--- src/rtl/bid_arb_pkg.sv ---
// bid_arb_pkg: arbiter state type, default parameter set and saturating refill helper
package bid_arb_pkg;

    typedef enum logic {IDLE, GRANT} state_t;

    localparam int DEF_N_MASTERS     = 4;
    localparam int DEF_BID_W         = 4;
    localparam int DEF_BAL_W         = 10;
    localparam int DEF_BAL_INIT      = 750;
    localparam int DEF_BAL_MAX       = 900;
    localparam int DEF_REFILL_AMT    = 750;
    localparam int DEF_REFILL_PERIOD = 400;
    localparam int DEF_MAX_HOLD      = 16;

    function automatic logic [31:0] sat_add(input logic [31:0] a, input logic [31:0] b, input logic [31:0] cap);
        logic [32:0] sum;
        sum = {1'b0, a} + {1'b0, b};
        return (sum > {1'b0, cap}) ? cap : sum[31:0];
    endfunction

endpackage

--- src/rtl/credit_account.sv ---
// credit_account: one master's credit balance with debit and saturating periodic refill
module credit_account
    import bid_arb_pkg::*;
#(
    parameter int BAL_W      = DEF_BAL_W,
    parameter int BAL_INIT   = DEF_BAL_INIT,
    parameter int BAL_MAX    = DEF_BAL_MAX,
    parameter int REFILL_AMT = DEF_REFILL_AMT
) (
    input  logic             clk,
    input  logic             rst_n,
    input  logic             debit_en,
    input  logic [BAL_W-1:0] debit_amt,
    input  logic             refill_pulse,
    output logic [BAL_W-1:0] balance
);

    logic [BAL_W-1:0] debited;

    // debit first so a coincident refill saturates the post-debit value
    assign debited = debit_en ? balance - debit_amt : balance;

    always_ff @(posedge clk) begin
        if (!rst_n)
            balance <= BAL_W'(BAL_INIT);
        else if (refill_pulse)
            balance <= BAL_W'(sat_add(32'(debited), 32'(REFILL_AMT), 32'(BAL_MAX)));
        else
            balance <= debited;
    end

endmodule

--- src/rtl/bid_arbiter.sv ---
// bid_arbiter: credit-based bus arbiter granting the highest affordable bid with round-robin ties
module bid_arbiter
    import bid_arb_pkg::*;
#(
    parameter int N_MASTERS     = DEF_N_MASTERS,
    parameter int BID_W         = DEF_BID_W,
    parameter int BAL_W         = DEF_BAL_W,
    parameter int BAL_INIT      = DEF_BAL_INIT,
    parameter int BAL_MAX       = DEF_BAL_MAX,
    parameter int REFILL_AMT    = DEF_REFILL_AMT,
    parameter int REFILL_PERIOD = DEF_REFILL_PERIOD,
    parameter int MAX_HOLD      = DEF_MAX_HOLD
) (
    input  logic                         clk,
    input  logic                         rst_n,
    input  logic [N_MASTERS-1:0]         req,
    input  logic [N_MASTERS*BID_W-1:0]   bid,
    output logic [N_MASTERS-1:0]         grant,
    output logic                         grant_valid,
    output logic [$clog2(N_MASTERS)-1:0] grant_id,
    output logic                         hold_expired,
    output logic [N_MASTERS*BAL_W-1:0]   balance
);

    localparam int ID_W = $clog2(N_MASTERS);
    localparam int HC_W = $clog2(MAX_HOLD + 1);
    localparam int RC_W = $clog2(REFILL_PERIOD + 1);

    state_t           state, state_d;
    logic [ID_W-1:0]  w, w_d, rr_ptr, rr_d, win, idx;
    logic [ID_W:0]    scan;
    logic [BID_W-1:0] best;
    logic [BID_W-1:0] bids [N_MASTERS];
    logic [BAL_W-1:0] bals [N_MASTERS];
    logic [N_MASTERS-1:0] eligible, debit_en;
    logic [HC_W-1:0]  hold_cnt, hold_d;
    logic [RC_W-1:0]  refill_cnt;
    logic             refill_pulse, expired_d;

    assign refill_pulse = refill_cnt == RC_W'(REFILL_PERIOD - 1);
    assign grant_valid  = |grant;

    for (genvar g = 0; g < N_MASTERS; g++) begin : g_acct
        assign bids[g]     = bid[g*BID_W +: BID_W];
        assign eligible[g] = req[g] && bids[g] != '0 && bals[g] >= BAL_W'(bids[g]);
        credit_account #(
            .BAL_W      (BAL_W),
            .BAL_INIT   (BAL_INIT),
            .BAL_MAX    (BAL_MAX),
            .REFILL_AMT (REFILL_AMT)
        ) u_acct (
            .clk          (clk),
            .rst_n        (rst_n),
            .debit_en     (debit_en[g]),
            .debit_amt    (BAL_W'(bids[g])),
            .refill_pulse (refill_pulse),
            .balance      (bals[g])
        );
        assign balance[g*BAL_W +: BAL_W] = bals[g];
    end

    // scan from rr_ptr upward; strict > keeps the first tied index in scan order
    always_comb begin
        win  = '0;
        best = '0;
        idx  = '0;
        scan = '0;
        for (int k = 0; k < N_MASTERS; k++) begin
            scan = {1'b0, rr_ptr} + (ID_W+1)'(k);
            idx  = (scan >= (ID_W+1)'(N_MASTERS)) ? ID_W'(scan - (ID_W+1)'(N_MASTERS)) : ID_W'(scan);
            if (eligible[idx] && bids[idx] > best) begin
                win  = idx;
                best = bids[idx];
            end
        end
    end

    always_comb begin
        state_d   = state;
        w_d       = w;
        rr_d      = rr_ptr;
        hold_d    = hold_cnt;
        expired_d = 1'b0;
        debit_en  = '0;
        if (state == IDLE) begin
            if (|eligible) begin
                state_d       = GRANT;
                w_d           = win;
                hold_d        = '0;
                rr_d          = (win == ID_W'(N_MASTERS - 1)) ? '0 : win + 1'b1;
                debit_en[win] = 1'b1;
            end
        end else if (!req[w]) begin
            state_d = IDLE;
        end else if (hold_cnt == HC_W'(MAX_HOLD - 1)) begin
            state_d   = IDLE;
            expired_d = 1'b1;
        end else begin
            hold_d = hold_cnt + 1'b1;
        end
    end

    always_ff @(posedge clk) begin
        if (!rst_n) begin
            state        <= IDLE;
            w            <= '0;
            rr_ptr       <= '0;
            hold_cnt     <= '0;
            refill_cnt   <= '0;
            grant        <= '0;
            grant_id     <= '0;
            hold_expired <= 1'b0;
        end else begin
            state        <= state_d;
            w            <= w_d;
            rr_ptr       <= rr_d;
            hold_cnt     <= hold_d;
            refill_cnt   <= refill_pulse ? '0 : refill_cnt + 1'b1;
            grant        <= (state_d == GRANT) ? N_MASTERS'(1) << w_d : '0;
            grant_id     <= (state_d == GRANT) ? w_d : '0;
            hold_expired <= expired_d;
        end
    end

endmodule

--- config.mk ---
export PLATFORM = sky130hd
export DESIGN_NAME = bid_arbiter
export DESIGN_NICKNAME = d
export VERILOG_FILES = /design/src/rtl/bid_arb_pkg.sv /design/src/rtl/credit_account.sv /design/src/rtl/bid_arbiter.sv
export SDC_FILE = /design/constraint.sdc
export NUM_CORES = 1
export LEC_CHECK = 0
export CORE_ASPECT_RATIO = 1.4
export CORE_UTILIZATION = 40
export CTS_BUF_LIST = sky130_fd_sc_hd__clkbuf_2 sky130_fd_sc_hd__clkbuf_4 sky130_fd_sc_hd__clkbuf_8
export DETAILED_ROUTE_END_ITERATION = 8
export PLACE_DENSITY = 0.68
export SLEW_MARGIN = 20
export SYNTH_ARGS = -nofsm -noshare
export SYNTH_HDL_FRONTEND = slang
export SYNTH_HIERARCHICAL = 1
export SYNTH_SLANG_ARGS = --single-unit
--- constraint.sdc ---
create_clock -name clk -period 12.85 [get_ports clk]
set_clock_uncertainty 0.15 [all_clocks]
set_input_delay 2.57 -clock clk [delete_from_list [all_inputs] [get_ports clk]]
set_output_delay 2.57 -clock clk [all_outputs]
set_load 0.005 [all_outputs]
==> reports/metrics.csv <==
metric,value,unit
Die W,121,um
Setup Crit Path Kind,in2reg,
Worst setup SP type,input pin,
post-detail-place hpwl,17200,um
Slew Limit Fails,0,
initial antenna violation count,0,
Post-Synth Adder-Cell Area,12.8,%
pin count of the biggest net entering global routing,61,
crit-path max cell delay,0.64,ns
share of layout cells above drive strength 1,13.0,%
top cells by instance count after synthesis,"82 x inv_1, 80 x nand2_1, 75 x ha_1",
number of synthesized flops with an enable pin,0,
worst-path maximum fanout,10,
CTS tree,built,
synth top area cells,"dfxtp_1 17%, ha_1 12%, inv_1 3.9%",
"Clk pin slew, worst setup/hold paths",0.08,ns
Final nets,1193,
combinational share of power,79.1,%
area share of the largest cell type after synthesis,16.7,%
Row Count,60,
first-pass GRT wire length,36000,um
Yosys warnings,6,
Die Area,20400,um^2
Avg WL per Cell,16.3,um
Port Buffer Count,69,
Initial Util,41.1,%
hold_buf cts,0,
period utilization,93.7,%
Register-to-Register Setup Slack,3.17,ns
switch share,51.5,%
Placer Congestion,0.920,
Buf/Inv on CP,4,
routed via count,7763,
Syn Std Cell Area,7930,um^2
# fillers,1915,
reg2reg path depth,36,
routed wl met3,976,um
setup bufs post-CTS,0,
Worst path most repeated cell,ha_1,
async set-reset flop share out of synthesis,0,%
"FF+latch count, synth",66,
post-route ant nets,0,
Hold Startpoint,refill_cnt[0],
Simple-Gate Fraction of Synth Area,22.2,%
post-synthesis xor/xnor area fraction,3.65,%
# H-tree levels,3,
number of buffers created by CTS,9,
# diodes,0,
sw power,0.00133,W
CTS Root Cell,clkbuf_8,
final hold violations,0,
crit path capture,g_acct[3].u_acct/balance[3],
internal power,0.00126,W
core area,19300,um^2
Avg Vias per Cell,5.77,
minimum clock period,12.05,ns
WP data required,12.89,ns
pwr dens,279,nW/um^2
post-placement cell count,1329,
num ports,70,
Max clock buf depth,2,
cell count after synthesis,993,
drt pass-1 iters,5,
1st-iter DRT viols,468,
Critical path origin,bid[11],
Seq pwr share,13.1,%
Worst R2R End,g_acct[3].u_acct/balance[3],
sequential fraction of the synthesis area,16.7,%
Least-Margin Pin Slew,0.653,ns
critical path's top delay family,compound AO/OA/AOI/OAI gates,
clock sink total,66,
cell with the most instances after synthesis,inv_1,
Clock Power Share,7.8,%
mux contribution to synthesized area,5.82,%
RSZ-0062 raised after global routing,false,
post-route DRC violation count,0,
GRT Util Overall,21.8,%
leakage,3.55,nW
vias in the first global route,7341,
Min-Delay Path Class,reg2reg,
setup violators final,0,
crit path DAT,12.09,ns
Fmax,0.0830,GHz
synthesized area per cell,7.98,um^2
ys flop type,dfxtp_1,
status,finished clean,
Max-Cap Viols,0,
area growth from synthesis to layout,16.9,%
CP Depth,37,
worst-skew pair later-pin latency,0.36,ns
maximum VDD drop,0.126,mV
Worst path slowest cell,clkdlybuf4s50_1,
main combinational cell family by area after synthesis,compound AO/OA/AOI/OAI gates,
Setup TNS,0,ns
Slew headroom,55.9,%
Yosys cell types,84,
grt ovf,0,
WL met1,9670,um
post-route insts no fill,1345,
worst r2r src,g_acct[3].u_acct/balance[0],
CP endpoint kind,register,
highest metal used,met4,
Total Wirelength,22000,um
post-CTS sizing,0,
Compound-Gate Fraction of Synth Area,32.7,%
met2 wire length,10800,um
chip height,169,um
Synth area leader,dfxtp_1,
flip-flops by register name, summed over array words and instances, names as in the netlist:
signal,flops
g_acct.u_acct/balance,40
grant,4
grant_id,2
hold_cnt,5
hold_expired,1
refill_cnt,9
rr_ptr,2
state,1
w,2
area by class of cell:
class / count / area (um^2) / share of cell area [%]
multi-input cells: 840 / 6260 / 67.5
flip-flops and latches: 66 / 1320 / 14.2
repair buffers: 88 / 828 / 8.93
inverters: 87 / 334 / 3.60
well taps: 248 / 310 / 3.35
clock buffers: 11 / 145 / 1.57
clock inverters: 5 / 77.6 / 0.837
per-stage QoR:
stage / cell area, um^2 / total power, W / util [%] / worst slack (ns) / hold slack [ns]
5_1_grt: 9270 / 0.00284 / 48.1 / 0.110 / 0.338
2_1_floorplan: 8050 / 0.00188 / - / 2.19 / 0.268
4_1_cts: 9260 / 0.00257 / 48.0 / 0.737 / 0.309
3_3_place_gp: 9030 / 0.00233 / 46.8 / 0.559 / 0.281
6_report: 9270 / 0.00259 / 48.1 / 0.803 / 0.304
3_5_place_dp: 9030 / 0.00235 / 46.8 / 0.345 / 0.295
worst min path at each step:
stage / to / depth (start not counted)
floorplan: refill_cnt[0] / 1
global placement: refill_cnt[0] / 1
detailed placement: refill_cnt[0] / 1
CTS: refill_cnt[0] / 1
global route: refill_cnt[0] / 1
finish: refill_cnt[0] / 1
cells by family (layout without fill, tap and decap cells):
logic type	Yosys count	in the layout
compound gates	322	322
buf+inv	118	191
xor+xnor	33	33
fa+ha+maj	79	79
mux	36	36
flops	66	66
other cells	1	32
simple gates	338	338
layer usage:
metal / global-route usage, % / vias up
met4: 7.78 / 0
met3: 2.26 / 34
met1: 27.3 / 3613
met2: 38.3 / 195
met5: 0 / -
li1: - / 3921
placed cells by master, fill, tap and decap left out, types with 15 or more instances in the layout:
cell / n
a21oi_1: 50
nor2_1: 72
dfxtp_1: 66
nand3_1: 31
a211oi_1: 15
xor2_1: 15
buf_4: 19
conb_1: 32
xnor2_1: 18
nand2_1: 80
ha_1: 75
inv_1: 82
nor3_1: 41
nand2b_1: 19
mux2i_1: 18
clkdlybuf4s50_1: 68
and3_1: 16
o21a_1: 17
o21ai_0: 45
o211ai_1: 19
power by group through the flow:
stage          logic (W)  registers (W)  clock network, W
2_1_floorplan    0.00156       0.000321                 0
3_3_place_gp     0.00199       0.000344                 0
3_5_place_dp     0.00201       0.000344                 0
4_1_cts          0.00202       0.000339          0.000209
5_1_grt          0.00228       0.000346          0.000216
6_report         0.00205       0.000339          0.000202
(Power assumes the default switching activity.)
